==> src/rtl/noc_inject_arbiter.sv <==
// Round-robin, packet-locking arbiter sharing one NoC injection port.
// Optional per-requester packet counters when ARB_STATS_EN is defined.
module noc_inject_arbiter #(
  parameter int NREQ = 4,
  parameter int IDW  = 2,
  parameter int W    = 16
) (
  input  logic              clk,
  input  logic              reset,
  input  logic              pause,
  input  logic [NREQ-1:0]   req_valid,
  input  logic [NREQ-1:0]   req_last,
  input  logic [NREQ*W-1:0] req_data,
  output logic [NREQ-1:0]   req_ready,
  input  logic              full,
  input  logic              almost_full,
  output logic              out_write,
  output logic [W-1:0]      out_data,
  output logic              locked,
  output logic [IDW-1:0]    owner,
  input  logic [IDW-1:0]    stat_sel,
  output logic [15:0]       stat_cnt
);

  typedef enum logic {IDLE, LOCKED} state_t;

  state_t          state, state_nx;
  logic [IDW-1:0]  ptr;
  logic [IDW-1:0]  win, sel;
  logic            found, grant_ok;
  logic            can_send, xfer, last;
  logic [W-1:0]    data_sel;
  logic [NREQ-1:0] ready;

  // Accounts for the flit already on its way into the router FIFO.
  assign can_send = ~pause &
    ~((out_write & almost_full) | (~out_write & full));

  // Reverse scan so the nearest requester after ptr wins.
  always_comb begin
    win   = '0;
    found = 1'b0;
    for (int k = NREQ; k >= 1; k--) begin
      if (req_valid[(int'(ptr) + k) % NREQ]) begin
        win   = IDW'((int'(ptr) + k) % NREQ);
        found = 1'b1;
      end
    end
  end

  always_comb begin
    state_nx = state;
    sel      = win;
    grant_ok = found;
    if (state == LOCKED) begin
      sel      = owner;
      grant_ok = 1'b1;
    end
    ready = '0;
    if (grant_ok && can_send) ready[sel] = 1'b1;
    xfer     = |(ready & req_valid);
    last     = req_last[sel];
    data_sel = req_data[int'(sel)*W +: W];
    unique case (state)
      IDLE:   if (xfer && !last) state_nx = LOCKED;
      LOCKED: if (xfer && last)  state_nx = IDLE;
      default: state_nx = IDLE;
    endcase
  end

  always_ff @(posedge clk or posedge reset) begin
    if (reset) begin
      state     <= IDLE;
      ptr       <= IDW'(NREQ - 1);
      owner     <= IDW'(NREQ - 1);
      out_write <= 1'b0;
      out_data  <= '0;
    end else begin
      state     <= state_nx;
      out_write <= xfer;
      if (xfer) begin
        out_data <= data_sel;
        owner    <= sel;
        if (last) ptr <= sel;
      end
    end
  end

  assign req_ready = ready;
  assign locked    = (state == LOCKED);

`ifdef ARB_STATS_EN
  logic [15:0] cnt [NREQ];

  always_ff @(posedge clk or posedge reset) begin
    if (reset) begin
      for (int i = 0; i < NREQ; i++) cnt[i] <= '0;
    end else if (xfer && last && cnt[sel] != 16'hFFFF) begin
      cnt[sel] <= cnt[sel] + 16'd1;
    end
  end

  assign stat_cnt = (int'(stat_sel) < NREQ) ? cnt[stat_sel] : 16'h0000;
`else
  logic stat_unused;
  assign stat_unused = ^stat_sel;
  assign stat_cnt    = 16'h0000;
`endif

endmodule

==> config.mk <==
export PLATFORM = sky130hd
export DESIGN_NAME = noc_inject_arbiter
export DESIGN_NICKNAME = d
export VERILOG_FILES = /design/src/rtl/noc_inject_arbiter.sv
export SDC_FILE = /design/constraint.sdc
export NUM_CORES = 1
export LEC_CHECK = 0
export ABC_CLOCK_PERIOD_IN_PS = 2390
export CORE_AREA = 2 2 79 81
export DETAILED_ROUTE_END_ITERATION = 8
export DIE_AREA = 0 0 81 83
export PLACE_DENSITY = 0.86
export RECOVER_POWER = 100
export SLEW_MARGIN = 25
export SYNTH_ARGS = -nofsm -noshare
export SYNTH_HDL_FRONTEND = slang
export SYNTH_SLANG_ARGS = --single-unit
==> constraint.sdc <==
create_clock -name clk -period 2.39 [get_ports clk]
set_input_delay 0.478 -clock clk [delete_from_list [all_inputs] [get_ports clk]]
set_output_delay 0.478 -clock clk [all_outputs]
set_load 0.02 [all_outputs]
==> run_results.csv, run 1 <==
group,metric,value,unit
outcome,outcome,"finished with violations",
outcome,violations,"setup timing",
worst_setup_path,crit_path_start_kind,"register",
power_and_ir_drop,p_per_area,1074,nW/um^2
grt,grt_overflow_total,0,
detailed_routing,vias_per_cell,4.792,
power_and_ir_drop,p_int,2.137,mW
cells_and_area,area_growth_syn_to_layout,68.48,%
worst_setup_path,timing_worst_setup_path_type,"reg -> reg",
placed_design,place_congestion,0.8397,
worst_setup_path,rr_worst_depth,8,
clock_network,cts_root_buffer,"clkbuf_8",
detailed_routing,firstDrtPassIters,4,
cells_and_area,seq_area,555.5,um^2
detailed_routing,drt_iter0_drc,67,
hold_path,hold_path_depth,1,
sta,setup_viol,16,
detailed_routing,wire_per_inst,14.24,um
power_and_ir_drop,combinationalPowerShare,72.5,%
sta,grt_setup_unrepaired,"yes",
die,die_h,83,um
sta,period_needed,2.423,ns
die,core_area,5816,um^2
hold_path,hold_class,"reg -> reg",
worst_setup_path,critPathMaxFanout,9,
clock_network,htree_num_levels,1,
hold_path,holdPathEnd,"out_data[15]$_DFFE_PP0P_",
synthesis,yosysSeqAreaShare,28.44,%
sta,slew_viol_final,0,
worst_setup_path,worst_setup_path_end_kind,"register",
grt,grt_pass1_wl,8535,um
clock_network,clock_path_buffers,2,
hold_path,hp-start,"out_data[15]$_DFFE_PP0P_",
placed_design,portBuffers,100,
cells_and_area,final_nets,390,
power_and_ir_drop,ir_worst_vdd,0.4761,mV
synthesis,synth_top_area_share,25.62,%
cells_and_area,multi_input_area,1234,um^2
synthesis,synth-edff-count,0,
synthesis,synth_top_cell_by_area,"mux2i_1",
power_and_ir_drop,swShare,39.52,%
synthesis,yosysMostFrequentCell,"mux2i_1",
clock_network,insertion_delay,0.26,ns
synthesis,syn_inst,184,
grt,antenna_found_initial,0,
sta,finalHoldViolations,0,
die,num_rows,28,
grt,grtUsageTotal,15.98,%
sta,holdWs,0.5083,ns
power_and_ir_drop,clock_power_share,7.7,%
sta,max_freq,412.7,MHz
die,die_width,81,um
sta,fin_skew,0.002604,ns
placed_design,place_hpwl,4382,um
sta,slew-limit-headroom,53.07,%
synthesis,synth_area,1953,um^2
synthesis,syn_avg_cell_area,10.61,um^2
die,pin_count,119,
clock_network,numClockSinks,22,
clock_network,numCtsBuffers,3,
cells_and_area,fill_cells,535,
detailed_routing,wl,5483,um
job,drv_cap,0,
synthesis,synth.area.top_cells,"mux2i_1 (26%), dfrtp_1 (23%), buf_4 (8.5%)",
synthesis,async_flop_share,100.0,%
grt,grt_pass1_vias,1917,
worst_setup_path,cp.arrival,2.58,ns
cells_and_area,diodes,0,
clock_network,cts_hold_buf,0,
detailed_routing,drc,0,
die,dieArea,6723,um^2
power_and_ir_drop,totalPowerFinal,3.533,mW
grt,grt_start_max_net_pins,24,
die,initial_core_util,33.58,%
synthesis,yosysWarnings,0,
sta,fin_ws,-0.03282,ns
power_and_ir_drop,p_leak,1.469,nW
sta,setup_tns,-0.1575,ns
clock_network,cts_tree,"yes",
sta,worst_slew_pin_slew,0.7040,ns
synthesis,ys_seq_elements,22,
cells_and_area,drive_gt1_share,27.10,%
worst_setup_path,timing.rr.end,"out_data[6]$_DFFE_PP0P_",
power_and_ir_drop,power.switching,1.396,mW
worst_setup_path,reg2reg_setup_slack,-0.03,ns
power_and_ir_drop,pwr-share-seq,19.9,%
clock_network,cts.clk_slew.worst_paths,0.08,ns
synthesis,synth.distinct_cells,42,
worst_setup_path,required,2.54,ns
synthesis,synth_common_cells,"mux2i_1 (50), buf_4 (22), dfrtp_1 (18)",
worst_setup_path,rr_startpoint,"ptr[1]$_DFFE_PP1P_",
detailed_routing,via_count,1845,
detailed_routing,ant_nets,0,
synthesis,synth_ff_type,"dfrtp_1",
sta,finalCritPeriodShare,101.4,%
-- metal layers --
layer	global-route usage [%]	routed length [um]
met1	18.47	2186
met2	27.95	2770
met3	4.348	459
met4	5.239	67
met5	0	0
-- cell families (layout without fill, tap and decap cells) --
| family | Yosys count | after routing | share of synthesized area [%] |
|---|---|---|---|
| AO/OA/AOI/OAI | 26 | 26 | 10.96 |
| buffers and inverters | 35 | 146 | 12.49 |
| flip-flops | 22 | 22 | 28.44 |
| multiplexers | 71 | 71 | 39.27 |
| other | 1 | 16 | 0.1920 |
| AND/OR/NAND/NOR | 29 | 29 | 8.649 |
-- power groups by stage --
stage	combinational (mW)	sequential [mW]	clock, mW
CTS	2.57	0.709	0.281
floorplan	1.42	0.893	0
global route	2.74	0.727	0.294
finish	2.56	0.702	0.271
global placement	2.43	0.707	0
detailed placement	2.48	0.715	0
-- sequential cells by signal, indices dropped and copies added, names as in the netlist, named ones only --
signal,count
out_data,16
out_write,1
owner,2
ptr,2
-- worst max-delay path, cell delays in order, from the launching register on --
cell and delay (ns):
dfstp_2 0.58, buf_6 0.13, mux2_4 0.30, a221o_1 0.32, o211ai_2 0.20, nor3_2 0.09, a21oi_4 0.19, buf_12 0.17
mux2_2 0.33
-- worst max path at each step --
stage / start / end / slack, ns / cells past startpoint
floorplan: req_valid[0] / req_ready[1] / -0.003 / 8
global placement: req_valid[2] / req_ready[0] / -0.64 / 7
detailed placement: req_valid[2] / req_ready[0] / -0.68 / 7
CTS: ptr[1]$_DFFE_PP1P_ / out_data[6]$_DFFE_PP0P_ / -0.04 / 8
global route: ptr[1]$_DFFE_PP1P_ / out_data[6]$_DFFE_PP0P_ / -0.12 / 8
finish: ptr[1]$_DFFE_PP1P_ / out_data[6]$_DFFE_PP0P_ / -0.03 / 8
-- final cells by class --
type,count,share of cell area (%)
sequential,22,16.88
inverter,5,0.5703
timing repair buffer,137,40.53
clock buffer,4,1.673
multi-input combinational,142,37.49
tap,75,2.852
-- cell usage in the layout, fill, tap and decap left out, types with 2 or more instances in the layout --
master,instances
nor2_1,6
nand3b_1,3
buf_6,3
o21ai_0,3
clkbuf_8,4
a221o_1,2
o2bb2ai_1,2
a21oi_2,2
dfstp_2,4
conb_1,16
mux2_2,13
a31oi_1,3
mux2i_1,50
dlygate4sd3_1,20
buf_4,31
inv_1,5
mux2_4,8
buf_12,4
dfrtp_1,18
and2b_1,2
nor2b_2,2
nand2_1,7
a21oi_1,5
dlygate4sd2_1,2
clkdlybuf4s50_1,72
-- through the flow --
| step | utilization (%) | setup slack (ns) | area (um^2) | std cells |
|---|---|---|---|---|
| 2_1_floorplan | - | -0.003450 | 2021 | 199 |
| 3_3_place_gp | 54.63 | -0.6359 | 3177 | 377 |
| 3_5_place_dp | 54.63 | -0.6830 | 3177 | 377 |
| 4_1_cts | 56.22 | -0.04269 | 3269 | 383 |
| 5_1_grt | 56.58 | -0.1170 | 3291 | 385 |
| 6_report | 56.58 | -0.03282 | 3291 | 385 |
-- repair_timing --
action                     4_1_cts  5_1_grt
setup endpoints to repair       24       23
gates cloned                     0        1
resized for setup               34        3
buffers inserted                 2        1
pin swaps                        3        4
No activity file was read; power rests on OpenSTA's default activity.
==> run 2, diff against run 1 <==
Settings changed: GPL_ROUTABILITY_DRIVEN set to 0.
==> run_results.csv, run 2 (same netlist as run 1, synthesis figures left out) <==
group,metric,value,unit
outcome,outcome,"finished clean",
power_and_ir_drop,p_leak,1.500,nW
worst_setup_path,worst_setup_path_end_kind,"register",
placed_design,dp_slack,-0.7005,ns
sta,setup_viol,0,
die,dieArea,6723,um^2
clock_network,htree_num_levels,1,
clock_network,cts_tree,"yes",
hold_path,hold_class,"reg -> reg",
detailed_routing,ant_nets,0,
detailed_routing,via_count,1818,
worst_setup_path,timing.rr.end,"out_data[6]$_DFFE_PP0P_",
sta,holdWs,0.5108,ns
sta,slew-limit-headroom,51.57,%
sta,slew_viol_final,0,
detailed_routing,vias_per_cell,4.759,
clock_network,clock_path_buffers,2,
placed_design,portBuffers,100,
cells_and_area,drive_gt1_share,28.01,%
sta,grt_setup_unrepaired,"yes",
hold_path,hold_path_depth,1,
clock_network,cts.clk_slew.worst_paths,0.08,ns
detailed_routing,wl,5459,um
worst_setup_path,timing_worst_setup_path_type,"reg -> reg",
clock_network,cts_root_buffer,"clkbuf_8",
die,die_h,83,um
grt,grt_pass1_wl,8666,um
cells_and_area,reg.largest.list,"out_data x16, owner x2, ptr x2",
grt,grt_start_max_net_pins,23,
cells_and_area,final_common_cell,"clkdlybuf4s50_1",
sta,finalCritPeriodShare,99.73,%
worst_setup_path,cp.arrival,2.53,ns
clock_network,numClockSinks,22,
power_and_ir_drop,ir_worst_vdd,0.5979,mV
grt,grt_pass1_vias,1893,
detailed_routing,drt_iter0_drc,48,
sta,fin_ws,0.006542,ns
hold_path,holdPathEnd,"out_data[14]$_DFFE_PP0P_",
detailed_routing,wire_per_inst,14.29,um
cells_and_area,stdcell_count,382,
hold_path,hp-start,"out_data[14]$_DFFE_PP0P_",
power_and_ir_drop,p_per_area,1066,nW/um^2
worst_setup_path,reg2reg_setup_slack,0.007,ns
cells_and_area,multi_input_area,1321,um^2
worst_setup_path,required,2.54,ns
grt,grt_overflow_total,0,
cells_and_area,diodes,0,
sta,fin_skew,0.001969,ns
clock_network,insertion_delay,0.26,ns
cells_and_area,seq_area,556.8,um^2
grt,grtUsageTotal,16.27,%
worst_setup_path,crit_path_start_kind,"register",
worst_setup_path,rr_startpoint,"ptr[1]$_DFFE_PP1P_",
grt,antenna_found_initial,0,
placed_design,placed_area,3149,um^2
die,pin_count,119,
clock_network,numCtsBuffers,3,
cells_and_area,fill_cells,518,
die,die_width,81,um
sta,worst_slew_pin_slew,0.7264,ns
placed_design,place_hpwl,4392,um
worst_setup_path,rr_worst_depth,8,
cells_and_area,top_register,"out_data",
cells_and_area,final_util,57.44,%
placed_design,place_inst,375,
cells_and_area,fin_area,3341,um^2
sta,finalHoldViolations,0,
detailed_routing,firstDrtPassIters,4,
die,core_area,5816,um^2
die,initial_core_util,33.58,%
sta,period_needed,2.383,ns
cells_and_area,final_nets,387,
cells_and_area,layout_common_cells,"clkdlybuf4s50_1 (71), mux2i_1 (50), buf_4 (26)",
cells_and_area,largest_register_ffs,16,
cells_and_area,area_growth_syn_to_layout,71.04,%
die,num_rows,28,
job,drv_cap,0,
worst_setup_path,critPathMaxFanout,9,
sta,max_freq,419.6,MHz
detailed_routing,drc,0,
## run 2: changes by cell type in the layout (fill, tap and decap cells not counted), sizes merged
| cell | change |
|---|---|
| clkdlybuf4s15 | +1 |
| dlygate4sd3 | +1 |
| clkdlybuf4s50 | -1 |
| clkbuf | -1 |
| buf | -3 |
## run 2: final cells by class
type / instances / share of cell area [%]
tap: 75 / 2.809
inverter: 5 / 0.5618
sequential: 22 / 16.67
multi-input combinational: 142 / 39.55
clock buffer: 4 / 1.648
timing repair buffer: 134 / 38.76
## run 2: critical path, cell delays in order, from the launching register on
cell and delay, ns:
dfstp_2 0.59, buf_4 0.14, mux2_4 0.29, a221o_1 0.31, o211ai_2 0.22, nor3_4 0.07, a21oi_4 0.18, buf_12 0.17
mux2_4 0.30
## run 2: worst max-delay path by stage
stage / startpoint / slack, ns / to / depth (start not counted)
finish: ptr[1]$_DFFE_PP1P_ / 0.007 / out_data[6]$_DFFE_PP0P_ / 8
global route: ptr[1]$_DFFE_PP1P_ / -0.06 / out_data[1]$_DFFE_PP0P_ / 9
CTS: ptr[1]$_DFFE_PP1P_ / -0.03 / req_ready[1] / 5
detailed placement: req_valid[1] / -0.70 / req_ready[1] / 6
global placement: req_valid[1] / -0.62 / req_ready[1] / 6
floorplan: req_valid[0] / -0.003 / req_ready[1] / 8
## run 2: report_power, final
group / total, mW / switching [mW] / internal [mW]
Combinational: 2.58 / 1.17 / 1.41
Sequential: 0.711 / 0.129 / 0.582
Clock: 0.266 / 0.119 / 0.147
Total: 3.56 / 1.42 / 2.14
## run 2: routing by layer
layer	routed length [um]	vias to the layer above	global-route usage [%]
li1	-	875	-
met1	2054	846	18.47
met2	2902	91	29.15
met3	430	6	3.804
met4	72	0	5.547
met5	0	-	0
## run 2: through the flow
| step | total power, mW | TNS (ns) |
|---|---|---|
| 2_1_floorplan | 2.311 | -0.004137 |
| 3_3_place_gp | 3.099 | -10.64 |
| 3_5_place_dp | 3.150 | -12.30 |
| 4_1_cts | 3.497 | -0.04423 |
| 5_1_grt | 3.798 | -0.9430 |
| 6_report | 3.560 | 0 |
## run 2: what timing repair did
| item | CTS | global route |
|---|---|---|
| buffers inserted | 4 | 0 |
| pin swaps | 4 | 6 |
| resized for setup | 37 | 21 |
| hold buffers | 0 | 0 |
| setup endpoints to repair | 24 | 22 |
==> run 3, diff against run 2 <==
Settings changed: TNS_END_PERCENT set to 30.
==> run_results.csv, run 3 (same netlist as run 1, synthesis figures left out) <==
group,metric,value,unit
outcome,outcome,"finished with violations",
outcome,violations,"setup timing",
worst_setup_path,worst_setup_path_end_kind,"register",
placed_design,placed_area,3149,um^2
die,dieArea,6723,um^2
hold_path,hold_class,"reg -> reg",
power_and_ir_drop,p_int,2.098,mW
hold_path,hold_path_depth,1,
die,die_width,81,um
worst_setup_path,cp.arrival,2.54,ns
clock_network,numCtsBuffers,3,
placed_design,place_hpwl,4392,um
grt,grt_start_max_net_pins,23,
clock_network,cts_root_buffer,"clkbuf_8",
clock_network,htree_num_levels,1,
placed_design,dp_slack,-0.7005,ns
sta,slew_viol_final,0,
power_and_ir_drop,ir_worst_vdd,0.5969,mV
clock_network,cts_tree,"yes",
clock_network,numClockSinks,22,
cells_and_area,fin_area,3318,um^2
worst_setup_path,rr_worst_depth,8,
clock_network,insertion_delay,0.26,ns
clock_network,cts.clk_slew.worst_paths,0.08,ns
detailed_routing,wl,5429,um
job,drv_cap,0,
power_and_ir_drop,totalPowerFinal,3.506,mW
worst_setup_path,critPathMaxFanout,8,
grt,antenna_found_initial,0,
sta,slew-limit-headroom,51.01,%
detailed_routing,drc,0,
sta,fin_ws,-0.004110,ns
sta,period_needed,2.394,ns
cells_and_area,reg.largest.list,"out_data x16, owner x2, ptr x2",
worst_setup_path,reg2reg_setup_slack,-0.004,ns
cells_and_area,final_common_cell,"clkdlybuf4s50_1",
sta,setup_viol,1,
detailed_routing,drt_iter0_drc,47,
power_and_ir_drop,combinationalPowerShare,72.2,%
worst_setup_path,timing_worst_setup_path_type,"reg -> reg",
sta,finalCritPeriodShare,100.2,%
detailed_routing,via_count,1814,
power_and_ir_drop,pwr-share-seq,20.2,%
placed_design,portBuffers,100,
sta,grt_setup_unrepaired,"yes",
die,die_h,83,um
die,pin_count,119,
cells_and_area,area_growth_syn_to_layout,69.89,%
grt,grtUsageTotal,16.27,%
detailed_routing,ant_nets,0,
worst_setup_path,rr_startpoint,"ptr[1]$_DFFE_PP1P_",
grt,grt_overflow_total,0,
die,core_area,5816,um^2
sta,max_freq,417.7,MHz
sta,worst_slew_pin_slew,0.7348,ns
grt,grt_pass1_wl,8666,um
cells_and_area,drive_gt1_share,28.01,%
cells_and_area,top_register,"out_data",
detailed_routing,vias_per_cell,4.749,
worst_setup_path,timing.rr.end,"out_data[9]$_DFFE_PP0P_",
sta,fin_skew,0.001920,ns
worst_setup_path,required,2.54,ns
cells_and_area,stdcell_count,382,
cells_and_area,largest_register_ffs,16,
cells_and_area,final_nets,387,
power_and_ir_drop,swShare,40.16,%
power_and_ir_drop,p_leak,1.469,nW
sta,holdWs,0.5099,ns
cells_and_area,layout_common_cells,"clkdlybuf4s50_1 (72), mux2i_1 (50), buf_4 (26)",
hold_path,holdPathEnd,"out_data[8]$_DFFE_PP0P_",
clock_network,clock_path_buffers,2,
grt,grt_pass1_vias,1893,
hold_path,hp-start,"out_data[8]$_DFFE_PP0P_",
power_and_ir_drop,clock_power_share,7.6,%
detailed_routing,wire_per_inst,14.21,um
sta,finalHoldViolations,0,
cells_and_area,diodes,0,
placed_design,place_inst,375,
detailed_routing,firstDrtPassIters,4,
power_and_ir_drop,p_per_area,1056,nW/um^2
power_and_ir_drop,power.switching,1.408,mW
worst_setup_path,crit_path_start_kind,"register",
die,initial_core_util,33.58,%
die,num_rows,28,
==> run 3: cell type report <==
cell class	instances	area [um^2]
clock buffers	4	55.05
repair buffers	134	1295
multi-input cells	142	1299
fillers	520	2497
well taps	75	93.84
flip-flops and latches	22	556.8
inverters	5	18.77
==> run 3: worst max path at each step <==
stage	start	end	slack (ns)	cells after the start
floorplan	req_valid[0]	req_ready[1]	-0.003	8
global placement	req_valid[1]	req_ready[1]	-0.62	6
detailed placement	req_valid[1]	req_ready[1]	-0.70	6
CTS	ptr[1]$_DFFE_PP1P_	req_ready[1]	-0.03	5
global route	ptr[1]$_DFFE_PP1P_	out_data[11]$_DFFE_PP0P_	-0.07	9
finish	ptr[1]$_DFFE_PP1P_	out_data[9]$_DFFE_PP0P_	-0.004	8
==> run 3: repair_timing <==
item / in CTS / in global routing
pin swaps: 4 / 6
hold endpoints to repair: 0 / 0
setup buffers: 4 / 0
hold buffers: 0 / 0
gates resized for setup: 37 / 15
gates cloned: 0 / 0
setup endpoints to repair: 24 / 22
==> run 3: per-layer routing <==
layer	track usage, %	wire length, um	share of wire, %	vias to the layer above
li1	-	-	-	874
met1	18.47	2054	38	843
met2	29.15	2884	53	91
met3	3.804	417	7.7	6
met4	5.547	72	1.3	0
met5	0	0	0	-
==> run 3: worst max-delay path, stage by stage (launching register included) <==
cell	delay [ns]
dfstp_2	0.58
buf_4	0.13
mux2_4	0.29
a221o_1	0.31
o211ai_2	0.22
nor3_4	0.07
a21oi_4	0.18
buf_12	0.15
mux2_2	0.33
==> run 3: stage by stage <==
step                 TNS [ns]  utilization, %
floorplan           -0.004137               -
global placement       -10.64           54.15
detailed placement     -12.30           54.15
CTS                  -0.04423           55.89
global route           -1.035           57.06
finish              -0.004110           57.06
==> run 3: power groups by stage <==
stage               combinational [mW]  sequential, mW  clock [mW]
floorplan                         1.42           0.893           0
global placement                  2.40           0.704           0
detailed placement                2.44           0.714           0
CTS                               2.51           0.703       0.282
global route                      2.72           0.735       0.290
finish                            2.53           0.708       0.266
